==> src/rtl/lcd_write_scheduler_if.sv <==
// ---------------------------------------------------------------------------
// lcd_write_scheduler_if
//   Bundles the requester handshake and the LCD1602 parallel bus of the
//   lcd_write_scheduler into one interface.
//
//   Requester side (driven by master, read by slave):
//     req       [NUM_REQ]    level request per requester
//     req_row   [NUM_REQ]    target row per requester (0 = line 1, 1 = line 2)
//     req_col   [4*NUM_REQ]  target column, requester i at [4i+3:4i]
//     req_char  [8*NUM_REQ]  ASCII byte, requester i at [8i+7:8i]
//   Scheduler side (driven by slave, read by master):
//     grant     [NUM_REQ]    one-cycle one-hot accept pulse
//     init_done              power-up/config sequence finished
//     busy                   scheduler is not idle
//     rs, rw, enable, data   LCD1602 bus (rw is always 0)
// ---------------------------------------------------------------------------
interface lcd_write_scheduler_if #(
  parameter int NUM_REQ = 3
);
  logic [NUM_REQ-1:0]   req;
  logic [NUM_REQ-1:0]   req_row;
  logic [4*NUM_REQ-1:0] req_col;
  logic [8*NUM_REQ-1:0] req_char;
  logic [NUM_REQ-1:0]   grant;
  logic                 init_done;
  logic                 busy;
  logic                 rs;
  logic                 rw;
  logic                 enable;
  logic [7:0]           data;

  // Requester / display-client side.
  modport master (
    output req, req_row, req_col, req_char,
    input  grant, init_done, busy, rs, rw, enable, data
  );

  // Scheduler side.
  modport slave (
    input  req, req_row, req_col, req_char,
    output grant, init_done, busy, rs, rw, enable, data
  );
endinterface

==> src/rtl/lcd_write_scheduler.sv <==
// ---------------------------------------------------------------------------
// lcd_write_scheduler
//   Shares one LCD1602 8-bit parallel bus between NUM_REQ requesters.
//   After reset it waits PWRUP_CYCLES, then sends the configuration commands
//   0x38, 0x06, 0x0C, 0x01. Afterwards it grants single-character writes in
//   round-robin order. A cursor-set command is only sent when the target
//   DDRAM address differs from the LCD's own auto-incremented position.
//
//   Every byte on the bus takes SETUP (1 cycle), STROBE (EN_CYCLES, enable
//   high) and WAIT (CLR_WAIT_CYCLES for the clear command, otherwise
//   CMD_WAIT_CYCLES). rs/data are held stable for the whole byte.
//
//   Ports:
//     clk    system clock
//     reset  asynchronous, active-high reset
//     bus    lcd_write_scheduler_if.slave (requests in, grant/status/LCD out)
// ---------------------------------------------------------------------------
module lcd_write_scheduler #(
  parameter int NUM_REQ         = 3,
  parameter int EN_CYCLES       = 25,
  parameter int CMD_WAIT_CYCLES = 2500,
  parameter int CLR_WAIT_CYCLES = 100000,
  parameter int PWRUP_CYCLES    = 2000000
) (
  input  logic                 clk,
  input  logic                 reset,
  lcd_write_scheduler_if.slave bus
);

  localparam int PTR_W = (NUM_REQ > 1) ? $clog2(NUM_REQ) : 1;

  // One shared phase counter, wide enough for the longest phase.
  localparam int MAX_AB  = (EN_CYCLES > CMD_WAIT_CYCLES) ? EN_CYCLES : CMD_WAIT_CYCLES;
  localparam int MAX_CD  = (CLR_WAIT_CYCLES > PWRUP_CYCLES) ? CLR_WAIT_CYCLES : PWRUP_CYCLES;
  localparam int CNT_MAX = (MAX_AB > MAX_CD) ? MAX_AB : MAX_CD;
  localparam int CNT_W   = $clog2(CNT_MAX + 1);

  // Counters run down from N-1 to 0, so a phase lasts exactly N cycles.
  localparam logic [CNT_W-1:0] PWRUP_LOAD = CNT_W'(PWRUP_CYCLES - 1);
  localparam logic [CNT_W-1:0] EN_LOAD    = CNT_W'(EN_CYCLES - 1);
  localparam logic [CNT_W-1:0] CMD_LOAD   = CNT_W'(CMD_WAIT_CYCLES - 1);
  localparam logic [CNT_W-1:0] CLR_LOAD   = CNT_W'(CLR_WAIT_CYCLES - 1);

  localparam logic [7:0] CMD_CLEAR = 8'h01;
  localparam logic [1:0] INIT_LAST = 2'd3;

  typedef enum logic [2:0] {
    S_PWRUP,
    S_INIT,
    S_IDLE,
    S_ARB,
    S_SET_ADDR,
    S_SEND_CHAR
  } state_t;

  typedef enum logic [1:0] {
    PH_SETUP,
    PH_STROBE,
    PH_WAIT
  } phase_t;

  // Configuration commands in issue order: 8-bit/2-line, entry increment,
  // display on/cursor off, clear.
  function automatic logic [7:0] init_cmd(input logic [1:0] idx);
    case (idx)
      2'd0:    return 8'h38;
      2'd1:    return 8'h06;
      2'd2:    return 8'h0C;
      default: return CMD_CLEAR;
    endcase
  endfunction

  // -------------------------------------------------------------------------
  // State registers
  // -------------------------------------------------------------------------
  state_t             r_state;
  phase_t             r_phase;
  logic [CNT_W-1:0]   r_cnt;
  logic [1:0]         r_init_idx;
  logic               r_init_done;
  logic               r_rs;
  logic [7:0]         r_data;
  logic               r_enable;
  logic [PTR_W-1:0]   r_ptr;
  logic [3:0]         r_col;
  logic [7:0]         r_char;
  logic [7:0]         r_addr;
  logic [7:0]         r_cur_addr;
  logic               r_cur_valid;

  state_t             w_state_nxt;
  phase_t             w_phase_nxt;
  logic [CNT_W-1:0]   w_cnt_nxt;
  logic [1:0]         w_init_idx_nxt;
  logic               w_init_done_nxt;
  logic               w_rs_nxt;
  logic [7:0]         w_data_nxt;
  logic               w_enable_nxt;
  logic [PTR_W-1:0]   w_ptr_nxt;
  logic [3:0]         w_col_nxt;
  logic [7:0]         w_char_nxt;
  logic [7:0]         w_addr_nxt;
  logic [7:0]         w_cur_addr_nxt;
  logic               w_cur_valid_nxt;
  logic               w_byte_done;
  logic [NUM_REQ-1:0] w_grant;

  // -------------------------------------------------------------------------
  // Round-robin selection: first set req bit above the pointer, wrapping.
  // -------------------------------------------------------------------------
  logic               w_found;
  logic [PTR_W-1:0]   w_sel;
  logic               w_sel_row;
  logic [3:0]         w_sel_col;
  logic [7:0]         w_sel_char;
  logic [7:0]         w_arb_addr;

  always_comb begin
    w_found = 1'b0;
    w_sel   = '0;
    for (int k = 1; k <= NUM_REQ; k++) begin
      if (!w_found && bus.req[(int'(r_ptr) + k) % NUM_REQ]) begin
        w_found = 1'b1;
        w_sel   = PTR_W'((int'(r_ptr) + k) % NUM_REQ);
      end
    end
  end

  assign w_sel_row  = bus.req_row[w_sel];
  assign w_sel_col  = bus.req_col[4*int'(w_sel) +: 4];
  assign w_sel_char = bus.req_char[8*int'(w_sel) +: 8];
  // DDRAM address command: 0x80 | row*0x40 | col.
  assign w_arb_addr = {1'b1, w_sel_row, 2'b00, w_sel_col};

  // The LCD's busy time after clear is far longer than for any other byte.
  logic w_is_clear;
  assign w_is_clear = !r_rs && (r_data == CMD_CLEAR);

  logic w_on_bus;
  assign w_on_bus = (r_state == S_INIT) || (r_state == S_SET_ADDR) ||
                    (r_state == S_SEND_CHAR);

  // -------------------------------------------------------------------------
  // Next-state / next-output logic. Outputs are registered, so whatever is
  // chosen here is what the bus shows while the FSM sits in the next state.
  // -------------------------------------------------------------------------
  always_comb begin
    // NOTE: every signal written here gets a default first, so no path can
    // leave one unassigned and infer a latch.
    w_state_nxt     = r_state;
    w_phase_nxt     = r_phase;
    w_cnt_nxt       = r_cnt;
    w_init_idx_nxt  = r_init_idx;
    w_init_done_nxt = r_init_done;
    w_rs_nxt        = r_rs;
    w_data_nxt      = r_data;
    w_enable_nxt    = r_enable;
    w_ptr_nxt       = r_ptr;
    w_col_nxt       = r_col;
    w_char_nxt      = r_char;
    w_addr_nxt      = r_addr;
    w_cur_addr_nxt  = r_cur_addr;
    w_cur_valid_nxt = r_cur_valid;
    w_byte_done     = 1'b0;
    w_grant         = '0;

    // Shared byte sub-sequence for all bus-writing states.
    if (w_on_bus) begin
      case (r_phase)
        PH_SETUP: begin
          w_phase_nxt  = PH_STROBE;
          w_enable_nxt = 1'b1;
          w_cnt_nxt    = EN_LOAD;
        end
        PH_STROBE: begin
          if (r_cnt == '0) begin
            w_phase_nxt  = PH_WAIT;
            w_enable_nxt = 1'b0;
            w_cnt_nxt    = w_is_clear ? CLR_LOAD : CMD_LOAD;
          end else begin
            w_cnt_nxt = r_cnt - 1'b1;
          end
        end
        default: begin
          if (r_cnt == '0) begin
            w_byte_done = 1'b1;
          end else begin
            w_cnt_nxt = r_cnt - 1'b1;
          end
        end
      endcase
    end

    case (r_state)
      S_PWRUP: begin
        if (r_cnt == '0) begin
          w_state_nxt    = S_INIT;
          w_phase_nxt    = PH_SETUP;
          w_init_idx_nxt = 2'd0;
          w_rs_nxt       = 1'b0;
          w_data_nxt     = init_cmd(2'd0);
        end else begin
          w_cnt_nxt = r_cnt - 1'b1;
        end
      end

      S_INIT: begin
        if (w_byte_done) begin
          if (r_init_idx == INIT_LAST) begin
            w_state_nxt     = S_IDLE;
            w_init_done_nxt = 1'b1;
            // Clear homes the cursor, but a write to 0x80 must still be
            // issued explicitly, so start with no known position.
            w_cur_valid_nxt = 1'b0;
          end else begin
            w_init_idx_nxt = r_init_idx + 2'd1;
            w_phase_nxt    = PH_SETUP;
            w_rs_nxt       = 1'b0;
            w_data_nxt     = init_cmd(r_init_idx + 2'd1);
          end
        end
      end

      S_IDLE: begin
        if (|bus.req) begin
          w_state_nxt = S_ARB;
        end
      end

      S_ARB: begin
        if (w_found) begin
          w_grant     = {{(NUM_REQ-1){1'b0}}, 1'b1} << w_sel;
          w_ptr_nxt   = w_sel;
          w_col_nxt   = w_sel_col;
          w_char_nxt  = w_sel_char;
          w_addr_nxt  = w_arb_addr;
          w_phase_nxt = PH_SETUP;
          if (!r_cur_valid || (w_arb_addr != r_cur_addr)) begin
            w_state_nxt = S_SET_ADDR;
            w_rs_nxt    = 1'b0;
            w_data_nxt  = w_arb_addr;
          end else begin
            w_state_nxt = S_SEND_CHAR;
            w_rs_nxt    = 1'b1;
            w_data_nxt  = w_sel_char;
          end
        end else begin
          // Request vanished before it could be served.
          w_state_nxt = S_IDLE;
        end
      end

      S_SET_ADDR: begin
        if (w_byte_done) begin
          w_state_nxt = S_SEND_CHAR;
          w_phase_nxt = PH_SETUP;
          w_rs_nxt    = 1'b1;
          w_data_nxt  = r_char;
        end
      end

      S_SEND_CHAR: begin
        if (w_byte_done) begin
          w_state_nxt = S_IDLE;
          // After column 15 the LCD increments into off-screen DDRAM, so the
          // next visible cell always needs an explicit address.
          if (r_col == 4'd15) begin
            w_cur_valid_nxt = 1'b0;
          end else begin
            w_cur_addr_nxt  = r_addr + 8'd1;
            w_cur_valid_nxt = 1'b1;
          end
        end
      end

      default: begin
        w_state_nxt = S_PWRUP;
        w_cnt_nxt   = PWRUP_LOAD;
      end
    endcase
  end

  // -------------------------------------------------------------------------
  // Registers
  // -------------------------------------------------------------------------
  always_ff @(posedge clk or posedge reset) begin
    if (reset) begin
      // NOTE: sequential state uses non-blocking assignments so every
      // register samples the pre-edge values regardless of statement order.
      r_state     <= S_PWRUP;
      r_phase     <= PH_SETUP;
      r_cnt       <= PWRUP_LOAD;
      r_init_idx  <= 2'd0;
      r_init_done <= 1'b0;
      r_rs        <= 1'b0;
      r_data      <= 8'h00;
      r_enable    <= 1'b0;
      r_ptr       <= PTR_W'(NUM_REQ - 1);
      r_col       <= 4'd0;
      r_char      <= 8'h00;
      r_addr      <= 8'h00;
      r_cur_addr  <= 8'h00;
      r_cur_valid <= 1'b0;
    end else begin
      r_state     <= w_state_nxt;
      r_phase     <= w_phase_nxt;
      r_cnt       <= w_cnt_nxt;
      r_init_idx  <= w_init_idx_nxt;
      r_init_done <= w_init_done_nxt;
      r_rs        <= w_rs_nxt;
      r_data      <= w_data_nxt;
      r_enable    <= w_enable_nxt;
      r_ptr       <= w_ptr_nxt;
      r_col       <= w_col_nxt;
      r_char      <= w_char_nxt;
      r_addr      <= w_addr_nxt;
      r_cur_addr  <= w_cur_addr_nxt;
      r_cur_valid <= w_cur_valid_nxt;
    end
  end

  // -------------------------------------------------------------------------
  // Outputs
  // -------------------------------------------------------------------------
  // grant is decoded from the ARB state, so reset removes it immediately.
  assign bus.grant     = w_grant;
  assign bus.init_done = r_init_done;
  assign bus.busy      = (r_state != S_IDLE);
  assign bus.rs        = r_rs;
  assign bus.rw        = 1'b0;
  assign bus.enable    = r_enable;
  assign bus.data      = r_data;

endmodule

==> src/flat_wrapper.sv <==
// flat-port wrapper written by rule: the top's interface ports become plain ports
module lcd_write_scheduler_flat 
#(
  parameter int NUM_REQ         = 3,
  parameter int EN_CYCLES       = 25,
  parameter int CMD_WAIT_CYCLES = 2500,
  parameter int CLR_WAIT_CYCLES = 100000,
  parameter int PWRUP_CYCLES    = 2000000
)
  (clk, reset, bus_req, bus_req_row, bus_req_col, bus_req_char, bus_grant, bus_init_done, bus_busy, bus_rs, bus_rw, bus_enable, bus_data);
  lcd_write_scheduler_if #(.NUM_REQ(NUM_REQ)) bus_i ();
  input  logic clk;
  input  logic reset;
  input wire logic [$bits(bus_i.req)-1:0] bus_req;
  input wire logic [$bits(bus_i.req_row)-1:0] bus_req_row;
  input wire logic [$bits(bus_i.req_col)-1:0] bus_req_col;
  input wire logic [$bits(bus_i.req_char)-1:0] bus_req_char;
  output wire logic [$bits(bus_i.grant)-1:0] bus_grant;
  output wire logic [$bits(bus_i.init_done)-1:0] bus_init_done;
  output wire logic [$bits(bus_i.busy)-1:0] bus_busy;
  output wire logic [$bits(bus_i.rs)-1:0] bus_rs;
  output wire logic [$bits(bus_i.rw)-1:0] bus_rw;
  output wire logic [$bits(bus_i.enable)-1:0] bus_enable;
  output wire logic [$bits(bus_i.data)-1:0] bus_data;
  assign bus_i.req = bus_req;
  assign bus_i.req_row = bus_req_row;
  assign bus_i.req_col = bus_req_col;
  assign bus_i.req_char = bus_req_char;
  assign bus_grant = bus_i.grant;
  assign bus_init_done = bus_i.init_done;
  assign bus_busy = bus_i.busy;
  assign bus_rs = bus_i.rs;
  assign bus_rw = bus_i.rw;
  assign bus_enable = bus_i.enable;
  assign bus_data = bus_i.data;
  lcd_write_scheduler #(.NUM_REQ(NUM_REQ), .EN_CYCLES(EN_CYCLES), .CMD_WAIT_CYCLES(CMD_WAIT_CYCLES), .CLR_WAIT_CYCLES(CLR_WAIT_CYCLES), .PWRUP_CYCLES(PWRUP_CYCLES)) u_core (.clk(clk), .reset(reset), .bus(bus_i));
endmodule
==> config.mk <==
export PLATFORM = sky130hd
export DESIGN_NAME = lcd_write_scheduler_flat
export DESIGN_NICKNAME = d
export VERILOG_FILES = /design/src/rtl/lcd_write_scheduler_if.sv /design/src/rtl/lcd_write_scheduler.sv /design/src/flat_wrapper.sv
export SDC_FILE = /design/constraint.sdc
export NUM_CORES = 1
export LEC_CHECK = 0
export CORE_ASPECT_RATIO = 0.75
export CORE_UTILIZATION = 47
export CTS_BUF_LIST = sky130_fd_sc_hd__clkbuf_16
export DETAILED_ROUTE_END_ITERATION = 10
export GPL_ROUTABILITY_DRIVEN = 0
export PLACE_DENSITY = 0.7
export SYNTH_ARGS = -nofsm -noshare
export SYNTH_HDL_FRONTEND = slang
export SYNTH_SLANG_ARGS = --single-unit
export TNS_END_PERCENT = 5
==> constraint.sdc <==
create_clock -name clk -period 4.3 [get_ports clk]
set_input_delay 0.645 -clock clk [delete_from_list [all_inputs] [get_ports clk]]
set_output_delay 0.645 -clock clk [all_outputs]
set_load 0.01 [all_outputs]
==> flow_summary.yaml <==
critical_path:
  endpoint: "bus_grant[2]"
  cpPeakStageDelay_ns: 0.53
  cp.required_ns: 3.65
  crit_family: "buffers and inverters"
  arrival_ns: 3.18
  crit_chain: "inv_1 > ha_1 > nand3b_1 > nor4b_1 > o32a_1 > nor3_2 > buf_4 > and2_1 > clkdlybuf4s50_1"
  worstSetupPathType: "flop to primary output"
  critPathLaunch: "u_core.r_ptr[0]"
  timing.critical_path.buf_inv: 3
  path_max_fanout: 11
  r2r-start: "u_core.r_ptr[1]"
  endpoint_kind: "primary output"
  ff2ff_path_depth: 11
  r2r_slack_ns: 0.49
  reg2reg_to: "u_core.bus.data[0]"
  cp-start-kind: "flop"
  crit_slowest_cell: "clkdlybuf4s50_1"
  crit_cells: 9
floorplan:
  dieWidth_um: 114.3
  rows: 30
  initial_core_util_pct: 48.70
  die_y_um: 86.19
  design.die.area_um2: 9848
  ios: 60
  coreArea_um2: 9121
synth:
  synth_edf_count: 0
  yosys_warnings: 0
  syn-cell-area_um2: 4442
  synth_top_area_share_pct: 27.61
  syn_area_per_cell_um2: 8.210
  synth_area_leader_cell: "dfrtp_1"
  synth_area_leaders: "dfrtp_1, dfstp_2, nand2_1"
  synth-main-ff-cell: "dfrtp_1"
  ys_ff_latch: 63
  async_reset_ff_share_pct: 100.0
  ys_seq_area_share_pct: 35.89
  ys_types: 68
  syn_inst: 541
  synth_nets: 597
power_and_ir_drop:
  vdd.ir_drop.worst_uv: 335.3
  power_leakage_nw: 2.294
  pwr_density_cell_nw_per_um2: 820.6
placed_design:
  io_buffers: 58
  dp_hpwl_mm: 9.019
  place_area_um2: 5145
  dpl_worst_slack_ns: 0.2349
min_path:
  hp-class: "flop to flop"
clock_network:
  clock_path_buffers: 2
  clk_pin_slew_ns: 0.05
  cts_made_buffers: 9
  insertion_delay_ns: 0.33
  post_cts_buffers: 0
  clkSinkCount: 63
  cts_tree: "done"
  htree_levels: 3
  ctsHoldBuffers: 0
  cts_resized: 0
  clockRootBuffer: "clkbuf_16"
timing:
  drv_slew: 0
  max-slew-margin-rel_pct: 39.78
  min_period_ns: 3.827
  finalSetupTns_ns: 0
  setup_violations: 0
  final_hold_viol_count: 0
  grt_setup_unrepaired: "false"
  fin_skew_ns: 0.007179
  fmax_mhz: 261.3
  final.setup.worst_slack_ns: 0.4726
  tightest_slew_ns: 0.9019
  fin_crit_sh_pct: 89.01
route:
  vias_per_cell: 5.840
  drt_iter0_markers: 397
  wl_mm: 12.01
  drc_errors: 0
  firstDrtPassIters: 5
  vias: 4234
  wl_per_cell_um: 16.56
  ant_nets: 0
grt:
  track_usage_pct: 25.40
  antenna_found_initial: 0
  grt_max_degree: 45
  grt_pass1_vias: 3879
  grt_first_pass_wirelength_mm: 19.49
  overflow: 0
finish:
  synthToLayoutAreaGrowth_pct: 22.17
  nets: 648
  fin_area_um2: 5426
  final_layout_size_suffix_gt1_share_pct: 10.72
  antenna_cells: 0
outcome:
  status: "completed"
job:
  maxCapViolations: 0
[state kept, by name, indices dropped and copies added, names as in the netlist]
signal and flops:
u_core.bus.data 8, u_core.bus.enable 1, u_core.bus.init_done 1, u_core.bus.rs 1, u_core.r_addr 3, u_core.r_char 8, u_core.r_cnt 21, u_core.r_col 3
u_core.r_cur_addr 7, u_core.r_cur_valid 1, u_core.r_init_idx 2, u_core.r_phase 2, u_core.r_ptr 2, u_core.r_state 3
[tightest hold or removal path: cells and delay by family (launching register included)]
family | cells | cell delay, ns
AND/OR/NAND/NOR | 2 | 0.09
flip-flops | 1 | 0.34
[report_power, final]
group	leakage, nW	internal (W)	switching (W)
clock	0.145	0.000438	0.000256
combinational	1.36	0.00109	0.00158
sequential	0.787	0.000839	0.000246
total	2.29	0.00237	0.00208
[cells by family after synthesis]
logic type / Yosys count / share of synthesized area (%)
AND/OR/NAND/NOR: 217 / 23.77
AO/OA/AOI/OAI: 154 / 22.76
flip-flops: 63 / 35.89
buffers and inverters: 52 / 5.070
multiplexers: 24 / 5.493
XOR/XNOR: 18 / 3.549
adder cells (fa/ha/maj): 12 / 3.380
other: 1 / 0.08443
[routing by layer]
layer | vias to the layer above | wire length [µm] | GRT usage (%)
met3 | 10 | 842 | 4.965
met5 | - | 0 | 0
li1 | 2052 | - | -
met1 | 2007 | 5925 | 38.64
met2 | 165 | 5141 | 36.91
met4 | 0 | 96 | 6.021
[cell type report]
type	instances	area, µm²
clock buffers	9	225.2
clock inverters	7	56.30
fillers	836	3695
inverters	18	67.56
multi-input cells	426	2623
flip-flops and latches	63	1594
well taps	128	160.2
repair buffers	74	700.7
[how the worst min path moves through the flow]
| stage | startpoint | slack (ns) | to | cells past startpoint |
|---|---|---|---|---|
| 2_1_floorplan | u_core.r_addr[7] | 0.43 | u_core.r_addr[7] | 1 |
| 3_3_place_gp | u_core.r_addr[7] | 0.44 | u_core.r_addr[7] | 1 |
| 3_5_place_dp | u_core.r_addr[7] | 0.46 | u_core.r_addr[7] | 1 |
| 4_1_cts | u_core.r_addr[7] | 0.47 | u_core.r_addr[7] | 1 |
| 5_1_grt | u_core.r_addr[7] | 0.48 | u_core.r_addr[7] | 1 |
| 6_report | u_core.bus.enable | 0.46 | u_core.bus.enable | 2 |
[Yosys cell counts, types with 4 or more instances]
cell	number
nor3b_1	6
a221o_1	7
inv_1	18
nor4b_1	4
xor2_1	7
nand2b_1	8
mux2i_1	21
a31oi_1	4
a21oi_1	36
xnor2_1	11
ha_1	12
dfrtp_1	49
clkbuf_1	25
or4_1	6
o21ai_0	51
dfstp_2	14
o221ai_1	4
nor2b_1	8
nor2_1	59
or2_2	6
nand3_1	10
nand2_1	72
o31ai_1	9
nor4_1	7
or3_1	5
nor3_1	12
a22oi_1	6
[through the flow]
step                      hold slack [ns]  instances  power, W  util, %
after floorplan                    0.4285        541  0.002971        -
after global placement             0.4439        709  0.003636    56.41
after detailed placement           0.4577        709  0.003704    56.41
after CTS                          0.4718        725  0.004421    59.49
after global routing               0.4803        725  0.004782    59.49
final                              0.4638        725  0.004453    59.49
[layout by cell type, fill, tap and decap left out, drive strengths merged, types with 10 or more instances in the layout]
cell type      count
nand2             72
nor2              60
clkdlybuf4s50     58
o21ai             53
dfrtp             49
a21oi             36
mux2i             21
inv               19
buf               16
dfstp             14
nor3              13
ha                12
xnor2             11
nand3             10
Power figures use the tool's default switching activity.
